**src/rtl/id_hazard_ctrl_pkg.sv**
```systemverilog
`timescale 1ns/1ps
`default_nettype none
// ============================================================================
// Package     : id_hazard_ctrl_pkg
// Description : Shared definitions for the decode-stage hazard controller.
//               Holds the RV32I opcodes handled in ID, the immediate-format
//               select encoding, the forwarding-select encoding, the decoded
//               control bundle, the ID/EX register image and the small
//               register-match helpers used by the hazard logic.
// Revision    : 1.0 - initial release
// ============================================================================
package id_hazard_ctrl_pkg;

    // Opcodes, instr[6:0]
    localparam logic [6:0] OPC_OP     = 7'b0110011;
    localparam logic [6:0] OPC_OP_IMM = 7'b0010011;
    localparam logic [6:0] OPC_LOAD   = 7'b0000011;
    localparam logic [6:0] OPC_STORE  = 7'b0100011;
    localparam logic [6:0] OPC_BRANCH = 7'b1100011;
    localparam logic [6:0] OPC_JALR   = 7'b1100111;
    localparam logic [6:0] OPC_LUI    = 7'b0110111;
    localparam logic [6:0] OPC_AUIPC  = 7'b0010111;

    // Immediate-format select. The immediate-extension unit decodes the same
    // values, so these must never be renumbered independently of it.
    localparam logic [1:0] IMM_I = 2'b00;
    localparam logic [1:0] IMM_S = 2'b01;
    localparam logic [1:0] IMM_B = 2'b10;
    localparam logic [1:0] IMM_U = 2'b11;

    // EX operand source select
    localparam logic [1:0] FWD_RF    = 2'b00;
    localparam logic [1:0] FWD_MEMWB = 2'b01;
    localparam logic [1:0] FWD_EXMEM = 2'b10;

    // Control bundle produced by the opcode decoder
    typedef struct packed {
        logic reg_write;
        logic mem_read;
        logic mem_write;
        logic branch;
        logic jalr;
        logic alu_src;
        logic illegal;
        logic rs1_used;
        logic rs2_used;
    } ctrl_t;

    // Contents of the ID/EX pipeline register owned by this block
    typedef struct packed {
        logic       valid;
        logic       reg_write;
        logic       mem_read;
        logic       mem_write;
        logic       branch;
        logic       jalr;
        logic       alu_src;
        logic       illegal;
        logic [4:0] rd;
        logic [4:0] rs1;
        logic [4:0] rs2;
        logic [1:0] imm_type;
    } id_ex_t;

    // A writer only matters if it is enabled and targets a real register;
    // x0 is hardwired to zero and can never create a dependency.
    function automatic logic reg_match(
        input logic [4:0] rd,
        input logic       we,
        input logic [4:0] rs
    );
        return we && (rd != 5'd0) && (rd == rs);
    endfunction

    // True when the decoded instruction reads a register written by rd/we.
    function automatic logic src_hazard(
        input ctrl_t      c,
        input logic [4:0] rs1,
        input logic [4:0] rs2,
        input logic [4:0] rd,
        input logic       we
    );
        return (c.rs1_used && reg_match(rd, we, rs1)) ||
               (c.rs2_used && reg_match(rd, we, rs2));
    endfunction

    // Forwarding select for one EX operand; the younger EX/MEM result wins.
    function automatic logic [1:0] fwd_sel(
        input logic [4:0] rs,
        input logic [4:0] xm_rd,
        input logic       xm_we,
        input logic [4:0] mw_rd,
        input logic       mw_we
    );
        if (reg_match(xm_rd, xm_we, rs)) begin
            return FWD_EXMEM;
        end
        if (reg_match(mw_rd, mw_we, rs)) begin
            return FWD_MEMWB;
        end
        return FWD_RF;
    endfunction

endpackage : id_hazard_ctrl_pkg
`default_nettype wire

```
**src/rtl/id_decode.sv**
```systemverilog
`timescale 1ns/1ps
`default_nettype none
// ============================================================================
// Module      : id_decode
// Description : Purely combinational RV32I opcode decoder. Maps instr[6:0]
//               to the control bundle and the immediate-format select.
//               Any opcode outside the supported set (JAL included) yields
//               illegal=1 with every other control cleared.
// Ports       : opcode_i    [6:0]  opcode field of the instruction in ID
//               ctrl_o      ctrl_t decoded control bundle
//               imm_type_o  [1:0]  immediate format (IMM_I/S/B/U)
// Revision    : 1.0 - initial release
// ============================================================================
module id_decode
    import id_hazard_ctrl_pkg::*;
(
    input  logic [6:0] opcode_i,
    output ctrl_t      ctrl_o,
    output logic [1:0] imm_type_o
);

    always_comb begin
        ctrl_o     = '0;
        imm_type_o = IMM_I;
        case (opcode_i)
            OPC_OP: begin
                ctrl_o.reg_write = 1'b1;
                ctrl_o.rs1_used  = 1'b1;
                ctrl_o.rs2_used  = 1'b1;
            end
            OPC_OP_IMM: begin
                ctrl_o.reg_write = 1'b1;
                ctrl_o.alu_src   = 1'b1;
                ctrl_o.rs1_used  = 1'b1;
            end
            OPC_LOAD: begin
                ctrl_o.reg_write = 1'b1;
                ctrl_o.mem_read  = 1'b1;
                ctrl_o.alu_src   = 1'b1;
                ctrl_o.rs1_used  = 1'b1;
            end
            OPC_STORE: begin
                ctrl_o.mem_write = 1'b1;
                ctrl_o.alu_src   = 1'b1;
                ctrl_o.rs1_used  = 1'b1;
                ctrl_o.rs2_used  = 1'b1;
                imm_type_o       = IMM_S;
            end
            OPC_BRANCH: begin
                ctrl_o.branch    = 1'b1;
                ctrl_o.rs1_used  = 1'b1;
                ctrl_o.rs2_used  = 1'b1;
                imm_type_o       = IMM_B;
            end
            OPC_JALR: begin
                ctrl_o.reg_write = 1'b1;
                ctrl_o.jalr      = 1'b1;
                ctrl_o.alu_src   = 1'b1;
                ctrl_o.rs1_used  = 1'b1;
            end
            OPC_LUI, OPC_AUIPC: begin
                // U-type reads no source register
                ctrl_o.reg_write = 1'b1;
                ctrl_o.alu_src   = 1'b1;
                imm_type_o       = IMM_U;
            end
            default: begin
                // Unsupported opcode: travels down the pipe as a valid slot
                // flagged illegal so EX can raise the exception.
                ctrl_o.illegal   = 1'b1;
            end
        endcase
    end

endmodule : id_decode
`default_nettype wire

```
**src/rtl/id_hazard_ctrl.sv**
```systemverilog
`timescale 1ns/1ps
`default_nettype none
// ============================================================================
// Module      : id_hazard_ctrl
// Description : Decode-stage controller for the 5-stage RV32I pipeline.
//               Decodes the IF/ID instruction, drives the immediate select,
//               detects RAW hazards, stalls the front end, flushes IF/ID on a
//               taken branch and registers the control bundle into ID/EX.
//               Also keeps a saturating count of stall cycles.
// Config      : ID_FWD_EN - when defined, EX forwarding selects are driven
//               and only load-use hazards stall. When undefined, fwd_a/fwd_b
//               are tied to 00 and every RAW dependency on ID/EX or EX/MEM
//               stalls.
// Ports       : clk, rst_n                 clock, async active-low reset
//               if_id_instr/if_id_valid    instruction in ID and its valid
//               ex_branch_taken            taken branch/JALR resolved in EX
//               ex_mem_rd/_reg_write       writer in EX/MEM
//               mem_wb_rd/_reg_write       writer in MEM/WB
//               imm_type                   combinational immediate select
//               stall_if, flush_if_id      front-end hold / IF/ID invalidate
//               id_ex_*                    registered control bundle
//               illegal                    registered unsupported-opcode flag
//               fwd_a, fwd_b               EX operand forwarding selects
//               stall_cnt                  saturating stall-cycle counter
// Revision    : 1.0 - initial release
// ============================================================================
module id_hazard_ctrl
    import id_hazard_ctrl_pkg::*;
#(
    parameter int PERF_W = 16
) (
    input  logic              clk,
    input  logic              rst_n,
    input  logic [31:0]       if_id_instr,
    input  logic              if_id_valid,
    input  logic              ex_branch_taken,
    input  logic [4:0]        ex_mem_rd,
    input  logic [4:0]        mem_wb_rd,
    input  logic              ex_mem_reg_write,
    input  logic              mem_wb_reg_write,
    output logic [1:0]        imm_type,
    output logic              stall_if,
    output logic              flush_if_id,
    output logic              id_ex_valid,
    output logic              id_ex_reg_write,
    output logic              id_ex_mem_read,
    output logic              id_ex_mem_write,
    output logic              id_ex_branch,
    output logic              id_ex_jalr,
    output logic              id_ex_alu_src,
    output logic [4:0]        id_ex_rd,
    output logic [4:0]        id_ex_rs1,
    output logic [4:0]        id_ex_rs2,
    output logic [1:0]        id_ex_imm_type,
    output logic              illegal,
    output logic [1:0]        fwd_a,
    output logic [1:0]        fwd_b,
    output logic [PERF_W-1:0] stall_cnt
);

    // ------------------------------------------------------------------
    // Decode
    // ------------------------------------------------------------------
    ctrl_t      w_ctrl;
    logic [1:0] w_imm_type;
    logic [4:0] w_rd;
    logic [4:0] w_rs1;
    logic [4:0] w_rs2;

    assign w_rd  = if_id_instr[11:7];
    assign w_rs1 = if_id_instr[19:15];
    assign w_rs2 = if_id_instr[24:20];

    id_decode u_decode (
        .opcode_i   (if_id_instr[6:0]),
        .ctrl_o     (w_ctrl),
        .imm_type_o (w_imm_type)
    );

    // The immediate select follows the ID instruction even while stalled so
    // the extension unit always sees a stable format for the held word.
    assign imm_type = w_imm_type;

    // ------------------------------------------------------------------
    // Hazard detection and forwarding
    // ------------------------------------------------------------------
    id_ex_t id_ex_q;
    id_ex_t id_ex_d;
    logic   w_hazard;
    logic   w_unused;

`ifdef ID_FWD_EN
    // With forwarding, only a load in EX cannot supply its result in time;
    // everything else is bypassed from EX/MEM or MEM/WB.
    assign w_hazard = src_hazard(w_ctrl, w_rs1, w_rs2, id_ex_q.rd,
                                 id_ex_q.valid & id_ex_q.mem_read);

    assign fwd_a = fwd_sel(id_ex_q.rs1, ex_mem_rd, ex_mem_reg_write,
                           mem_wb_rd, mem_wb_reg_write);
    assign fwd_b = fwd_sel(id_ex_q.rs2, ex_mem_rd, ex_mem_reg_write,
                           mem_wb_rd, mem_wb_reg_write);

    assign w_unused = ^{if_id_instr[31:25], if_id_instr[14:12]};
`else
    // Without forwarding, wait until the producer has left EX/MEM. MEM/WB
    // needs no stall: the register file writes in the first half-cycle and
    // reads in the second.
    assign w_hazard = src_hazard(w_ctrl, w_rs1, w_rs2, id_ex_q.rd,
                                 id_ex_q.valid & id_ex_q.reg_write) |
                      src_hazard(w_ctrl, w_rs1, w_rs2, ex_mem_rd,
                                 ex_mem_reg_write);

    assign fwd_a = FWD_RF;
    assign fwd_b = FWD_RF;

    assign w_unused = ^{if_id_instr[31:25], if_id_instr[14:12],
                        mem_wb_rd, mem_wb_reg_write};
`endif

    // A taken branch discards the ID instruction, so any hazard it carries
    // is moot and the front end must move on to the branch target. The
    // rst_n term keeps both strobes quiet while the pipeline is in reset.
    assign flush_if_id = rst_n & ex_branch_taken;
    assign stall_if    = rst_n & if_id_valid & w_hazard & ~ex_branch_taken;

    // ------------------------------------------------------------------
    // ID/EX register
    // ------------------------------------------------------------------
    always_comb begin
        id_ex_d = '0;
        if (if_id_valid && !ex_branch_taken && !w_hazard) begin
            id_ex_d.valid     = 1'b1;
            id_ex_d.reg_write = w_ctrl.reg_write;
            id_ex_d.mem_read  = w_ctrl.mem_read;
            id_ex_d.mem_write = w_ctrl.mem_write;
            id_ex_d.branch    = w_ctrl.branch;
            id_ex_d.jalr      = w_ctrl.jalr;
            id_ex_d.alu_src   = w_ctrl.alu_src;
            id_ex_d.illegal   = w_ctrl.illegal;
            id_ex_d.rd        = w_rd;
            id_ex_d.rs1       = w_rs1;
            id_ex_d.rs2       = w_rs2;
            id_ex_d.imm_type  = w_imm_type;
        end
    end

    // ------------------------------------------------------------------
    // Stall-cycle counter
    // ------------------------------------------------------------------
    logic [PERF_W-1:0] stall_cnt_q;
    logic [PERF_W-1:0] stall_cnt_d;

    always_comb begin
        stall_cnt_d = stall_cnt_q;
        if (stall_if && (stall_cnt_q != {PERF_W{1'b1}})) begin
            stall_cnt_d = stall_cnt_q + PERF_W'(1);
        end
    end

    always_ff @(posedge clk or negedge rst_n) begin
        if (!rst_n) begin
            id_ex_q     <= '0;
            stall_cnt_q <= '0;
        end else begin
            id_ex_q     <= id_ex_d;
            stall_cnt_q <= stall_cnt_d;
        end
    end

    // ------------------------------------------------------------------
    // Outputs
    // ------------------------------------------------------------------
    assign id_ex_valid     = id_ex_q.valid;
    assign id_ex_reg_write = id_ex_q.reg_write;
    assign id_ex_mem_read  = id_ex_q.mem_read;
    assign id_ex_mem_write = id_ex_q.mem_write;
    assign id_ex_branch    = id_ex_q.branch;
    assign id_ex_jalr      = id_ex_q.jalr;
    assign id_ex_alu_src   = id_ex_q.alu_src;
    assign id_ex_rd        = id_ex_q.rd;
    assign id_ex_rs1       = id_ex_q.rs1;
    assign id_ex_rs2       = id_ex_q.rs2;
    assign id_ex_imm_type  = id_ex_q.imm_type;
    assign illegal         = id_ex_q.illegal;
    assign stall_cnt       = stall_cnt_q;

endmodule : id_hazard_ctrl
`default_nettype wire

```
**config.mk**
```make
export PLATFORM = sky130hd
export DESIGN_NAME = id_hazard_ctrl
export DESIGN_NICKNAME = d
export VERILOG_FILES = /design/src/rtl/id_hazard_ctrl_pkg.sv /design/src/rtl/id_decode.sv /design/src/rtl/id_hazard_ctrl.sv
export SDC_FILE = /design/constraint.sdc
export NUM_CORES = 1
export LEC_CHECK = 0
export CORE_MARGIN = 4
export CORE_UTILIZATION = 37
export DETAILED_ROUTE_END_ITERATION = 7
export PLACE_DENSITY = 0.78
export SYNTH_ARGS = -nofsm -noshare
export SYNTH_HDL_FRONTEND = slang
export SYNTH_SLANG_ARGS = --single-unit
export TNS_END_PERCENT = 5
```
**constraint.sdc**
```tcl
create_clock -name clk -period 2.4 [get_ports clk]
set_input_delay 0.36 -clock clk [delete_from_list [all_inputs] [get_ports clk]]
set_output_delay 0.36 -clock clk [all_outputs]
set_load 0.01 [all_outputs]
```
======== Word-level counts from Yosys, hierarchy flattened ========
Cells that the tools add are included.
W data, S select, Z words.
storage, ports and cells
  register bits ........................... 41
  input bits .............................. 48
  output and inout bits ................... 49
  word-level logic and storage cells ...... 70
operators by class
  $add $sub $neg .......................... 1
  equality and inequality tests ........... 13
  muxes and demuxes ....................... 11
  bitwise gates (word level) .............. 7
  reduce and logical (&&, ||, !) cells .... 25
operators by type and width
  operator                 number
  $mux W25                 1
  $eq A7 B6 Y1 const B     3
  $eq A5 B5 Y1             4
  $reduce_or A6 Y1         3
  $add A16 B1 Y16 const B  1
  $ne A16 B16 Y1 const B   1
  $eq A7 B5 Y1 const B     2
  $eq A7 B7 Y1 const B     2
  $logic_and A1 B1 Y1      13
  $reduce_bool A5 Y1       2
  $mux W1                  9
  $reduce_or A8 Y1         1
  $eq A7 B2 Y1 const B     1
  $pmux W2 S3              1
  $and A1 B1 Y1            5
  $reduce_or A3 Y1         1
  $logic_not A1 Y1         2
  $logic_or A1 B1 Y1       2
  $reduce_or A2 Y1         1
  $not A1 Y1               1
  $or A1 B1 Y1             1

======== Logic depth before layout (Yosys ltp) ========
  word-level depth ........................ 9
  gate-level depth with buffers ........... 9
  gate-level depth less buffers ........... 7

======== By module ========
A second synthesis with hierarchy kept.
second synthesis, totals
  cells, all modules ...................... 196
  area, all modules ....................... 2064.5 µm²
modules (own cells, without submodules)
  module          times used  cells each  area each (µm²)  sequential area each (µm²)
  id_hazard_ctrl  1           168         1885.6           1026.0
  id_decode       1           28          178.9            0.0

======== Worst setup path after synthesis ========
OpenSTA, ideal clock, no wires.
  path type ............................... register -> register
  start ................................... register stall_cnt_q[0], in the netlist stall_cnt[0]
  end ..................................... register stall_cnt_q[1], in the netlist stall_cnt[1]
  library setup time ...................... 0.127 ns
  arrival time ............................ 2.033 ns
  data required time ...................... 2.273 ns
  path slack .............................. 0.240 ns
  stages on the path, launching flop included .. 8
  buffers on the path ..................... 1
  period minus slack after synthesis ...... 2.160 ns
  cells stage by stage .................... dfrtp_1 > ha_1 > and3_1 > and4_1 > a31o_2 > a21oi_1 > buf_4 > mux2_1
between the ends
  word-level cells in the longest chain between the ends .. 2
  elaborated cells on any way between the ends .. 3
  classes of those cells .................. add/sub: 1; eq/ne: 1; reduce/logical: 1
RTL lines
  element                                                                  RTL line               text
  from (decl)                                                              id_hazard_ctrl.sv:150  logic [PERF_W-1:0] stall_cnt_q;
  from (signal assigned)                                                   id_hazard_ctrl.sv:166  stall_cnt_q <= stall_cnt_d;
  parallel branches: the longest is 2 deep, another holds $add A16 B1 Y16  --
Parallel ways; which one is timed is not known.
A chain may end at the register's enable or synchronous reset.

======== Worst setup path after layout ========
  start ................................... input port ex_mem_rd[3]
  end ..................................... output port stall_if
between the ends
  word-level cells in the longest chain between the ends .. 8
  elaborated cells on any way between the ends .. 12
  classes of those cells .................. eq/ne: 2; bitwise: 3; reduce/logical: 7
RTL lines
  element                                 RTL line                                            text
  from (decl)                             id_hazard_ctrl.sv:37                                input logic [4:0] ex_mem_rd,
  $reduce_bool A5 Y1                      id_hazard_ctrl_pkg.sv:72                            return we && (rd != 5'd0) && (rd == rs);
  $logic_and A1 B1 Y1 (2 in a row)        id_hazard_ctrl_pkg.sv:72
  $logic_and A1 B1 Y1 (on tied branches)  id_hazard_ctrl_pkg.sv:83, id_hazard_ctrl_pkg.sv:84
  $logic_or A1 B1 Y1 (*)                  id_hazard_ctrl_pkg.sv:83                            return (c.rs1_used && reg_match(rd, we, rs1)) ||
  $or A1 B1 Y1 (*)                        id_hazard_ctrl.sv:109                               id_ex_q.valid & id_ex_q.reg_write) |
  $and A1 B1 Y1 (*) (2 in a row)          id_hazard_ctrl.sv:124                               assign stall_if = rst_n & if_id_valid & w_hazard & ~ex_branch_taken;
  to (decl)                               id_hazard_ctrl.sv:42                                output logic stall_if,
Mark *: on every way between the ends. The rest lies on a longest branch, timed or not.

==> run_results.csv <==
group,metric,value,unit
drt,wl_per_cell,14.36,µm
cells_and_area,final_layout_size_suffix_gt1_frac,0.1684,
drt,ant_nets,0,
setup_path,path_class,"in -> out",
pwr,peakVddDrop,0.0002233,V
drt,drt-total-wl,5184,µm
status,status,"complete, but fails checks",
setup_path,critPathMaxFanout,3,
sta,setup_viol,1,
sta,drv_slew,0,
drt,via_per_inst,4.795,
sta,fin_crit_sh,1.014,
status,violations,"negative setup slack",
global_route,grt_pass1_wl,8245,µm
sta,worst_slack,-33.56,ps
global_route,grt_use_total,0.1634,
cells_and_area,area_growth,56.09,%
setup_path,cp.required,2040,ps
sta,fin_crit,2434,ps
pwr,p_leak,0.001432,µW
cells_and_area,diodes,0,
setup_path,cp_data_arrival_time,2070,ps
setup_path,cpPeakStageDelay,520,ps
placed_design,dp_cells,352,
sta,tns,-33.56,ps
placed_design,hpwl,4038,µm
clocking,cts_tree,"built",
die,die_x,82.31,µm
logic_synthesis,ys_seq_area_frac,0.5021,
cells_and_area,final_cell_mix,"70 x clkdlybuf4s50_1, 41 x dfrtp_1, 26 x buf_4",
pwr,cellPowerDensity,431.6,nW/µm²
drt,drt_first_pass_iters,4,
logic_synthesis,syn_inst,188,
clocking,clock-sinks,41,
die,start_util,0.3901,
die,dieArea,6775,µm²
flow_run,max-cap-violations,0,
sta,finClkSkew,6.117,ps
setup_path,path_cells,"clkdlybuf4s50_1 -> or4_4 -> nor2_2 -> nor4_1 -> o21ai_1 -> a21oi_2 -> buf_2",
logic_synthesis,synth_area,2043,µm²
placed_design,globalplace.congestion,0.8132,
drt,vias,1731,
logic_synthesis,ys_ff_latch,41,
logic_synthesis,syn_avg_cell_area,10.87,µm²
clocking,cts_max_level,2,
setup_path,start_kind,"input port",
global_route,overflow,0,
placed_design,port_buffers,76,
logic_synthesis,synth_cell_types,40,
setup_path,critPathCaptureType,"primary output",
cells_and_area,nets,340,
setup_path,critPathTopFamily,"simple AND/OR/NAND/NOR gates",
sta,rsz0062_at_grt,"true",
setup_path,cp_slowest_cell,"or4_4",
clocking,clk_path_buf_depth,2,
die,io_pins,97,
setup_path,crit_buf_inv,2,
global_route,grt_pass1_vias,1765,
clocking,cts_buffers,5,
clocking,insertion_delay,290,ps
die,rows,26,
cells_and_area,fill_cells,441,
clocking,clk_pin_slew,70,ps
worst_hold_path,hp-class,"in -> async",
cells_and_area,instances_no_fill,361,
logic_synthesis,ys_warn_count,0,
global_route,grt_max_degree,35,
drt,drt_drc_violations_left,0,
die,core,5238,µm²
clocking,root_buffer,"clkbuf_8",
global_route,antenna_found_initial,0,
drt,drt_iter0_drc,79,
die,die_h,82.31,µm
sta,max_freq,0.4109,GHz
cells_and_area,final_common_cell,"clkdlybuf4s50_1",
sta,hold_viol_final,0,
==> worst register-to-register path: stages (launching register included) <==
cell and delay (ps):
dfrtp_1 390, or4_4 530, o211ai_4 210, nor4_2 60
buf_4 140, o211ai_4 180, a21oi_1 90, buf_4 180
buf_4 150, nand4_1 100, xnor2_1 130
==> report_power, final <==
group | internal (µW) | switching (µW) | total, µW
Sequential | 703 | 7.27 | 710
Combinational | 121 | 94.2 | 215
Clock | 228 | 223 | 451
Total | 1050 | 325 | 1380
==> path summary, 6_finish.rpt <==
check / start / to / slack, ps / depth (start not counted)
worst max-delay path: ex_mem_rd[3] / stall_if / -30 / 7
worst min-delay path: rst_n / id_ex_mem_read / 470 / 2
worst max register to register: id_ex_rd[2] / stall_cnt[3] / 160 / 10
worst min register to register: stall_cnt[15] / stall_cnt[15] / 500 / 1
max in group asynchronous: rst_n / id_ex_rs1[3] / 1250 / 3
min in group clk: stall_cnt[15] / stall_cnt[15] / 500 / 1
==> synth_stat cells <==
library cell	n	area share
dfrtp_1	41	0.50
xnor2_1	21	0.090
and2_1	18	0.055
xor2_1	14	0.060
nand2_1	11	0.020
nor2_1	10	0.018
nand4_1	7	0.021
and3_1	6	0.018
nand3_1	6	0.015
buf_4	5	0.018
a21oi_1	4	0.0098
and4_1	4	0.017
nor4_1	4	0.012
buf_2	3	0.0073
nor4b_1	3	0.013
a211oi_1	2	0.0073
clkbuf_1	2	0.0037
nand2b_1	2	0.0061
o211ai_2	2	0.012
o21ai_0	2	0.0049
or4_1	2	0.0073
a21boi_0	1	0.0037
a22oi_1	1	0.0037
a31o_2	1	0.0043
a31oi_1	1	0.0031
and4b_1	1	0.0049
and4bb_1	1	0.0061
conb_1	1	0.0018
ha_1	1	0.0061
inv_1	1	0.0018
mux2_1	1	0.0055
nand3b_1	1	0.0037
nor2b_1	1	0.0031
nor3_1	1	0.0024
nor3b_2	1	0.0061
nor4b_4	1	0.012
o21ai_1	1	0.0024
o21bai_1	1	0.0037
or2_1	1	0.0031
or2_2	1	0.0031
==> flip-flops by register name, indices dropped and copies added, names as in the netlist <==
name and flops:
stall_cnt 16, id_ex_mem_write 1, id_ex_rs1 5, id_ex_imm_type 2, id_ex_alu_src 1, id_ex_reg_write 1, id_ex_branch 1, illegal 1
id_ex_valid 1, id_ex_rs2 5, id_ex_jalr 1, id_ex_rd 5, id_ex_mem_read 1
==> layout make-up <==
type / count / area, µm² / share of cell area
Inverter: 1 / 3.754 / 0.001177
Timing Repair Buffer: 103 / 958.4 / 0.3005
Multi-Input combinational cell: 139 / 1027 / 0.3221
Sequential cell: 41 / 1026 / 0.3217
Clock buffer: 7 / 86.33 / 0.02707
Tap cell: 70 / 87.58 / 0.02746
==> metal layers <==
metal  global-route usage  vias to the layer above  share of wire  wire (µm)
met5                    0                        -              0          0
met4              0.08306                        0          0.021        108
met3              0.04664                       10          0.073        380
met2               0.2716                       68           0.51       2639
met1               0.1912                      806           0.40       2056
li1                     -                      847              -          -
==> through the flow <==
step             util  setup WS, ps  power (µW)  cell area [µm²]  hold WS [ps]
2_1_floorplan       -         239.7       800.0             2054         64.41
3_3_place_gp   0.5776        -381.6       928.3             3025         223.7
3_5_place_dp   0.5776        -371.5       931.8             3025         228.1
4_1_cts        0.5946        -37.13        1389             3114         470.7
5_1_grt        0.6089        -121.7        1449             3189         507.4
6_report       0.6089        -33.56        1377             3189         469.5
==> kinds of logic after synthesis <==
family,count (synthesis),share of synthesized area
flops,41,0.5021
xor+xnor,35,0.1500
simple gates,82,0.2480
other cells,1,0.001835
mux,1,0.005511
fa+ha+maj,1,0.006123
buf+inv,11,0.03123
compound gates,16,0.05511
==> timing repair <==
item | CTS | global route
resized for setup | 6 | 13
setup endpoints to repair | 3 | 4
pin swaps | 0 | 6
cloned | 0 | 0
setup buffers | 0 | 1
hold buffers | 1 | 0
endpoints found under the hold margin | 7 | 0
(Power assumes the default switching activity.)
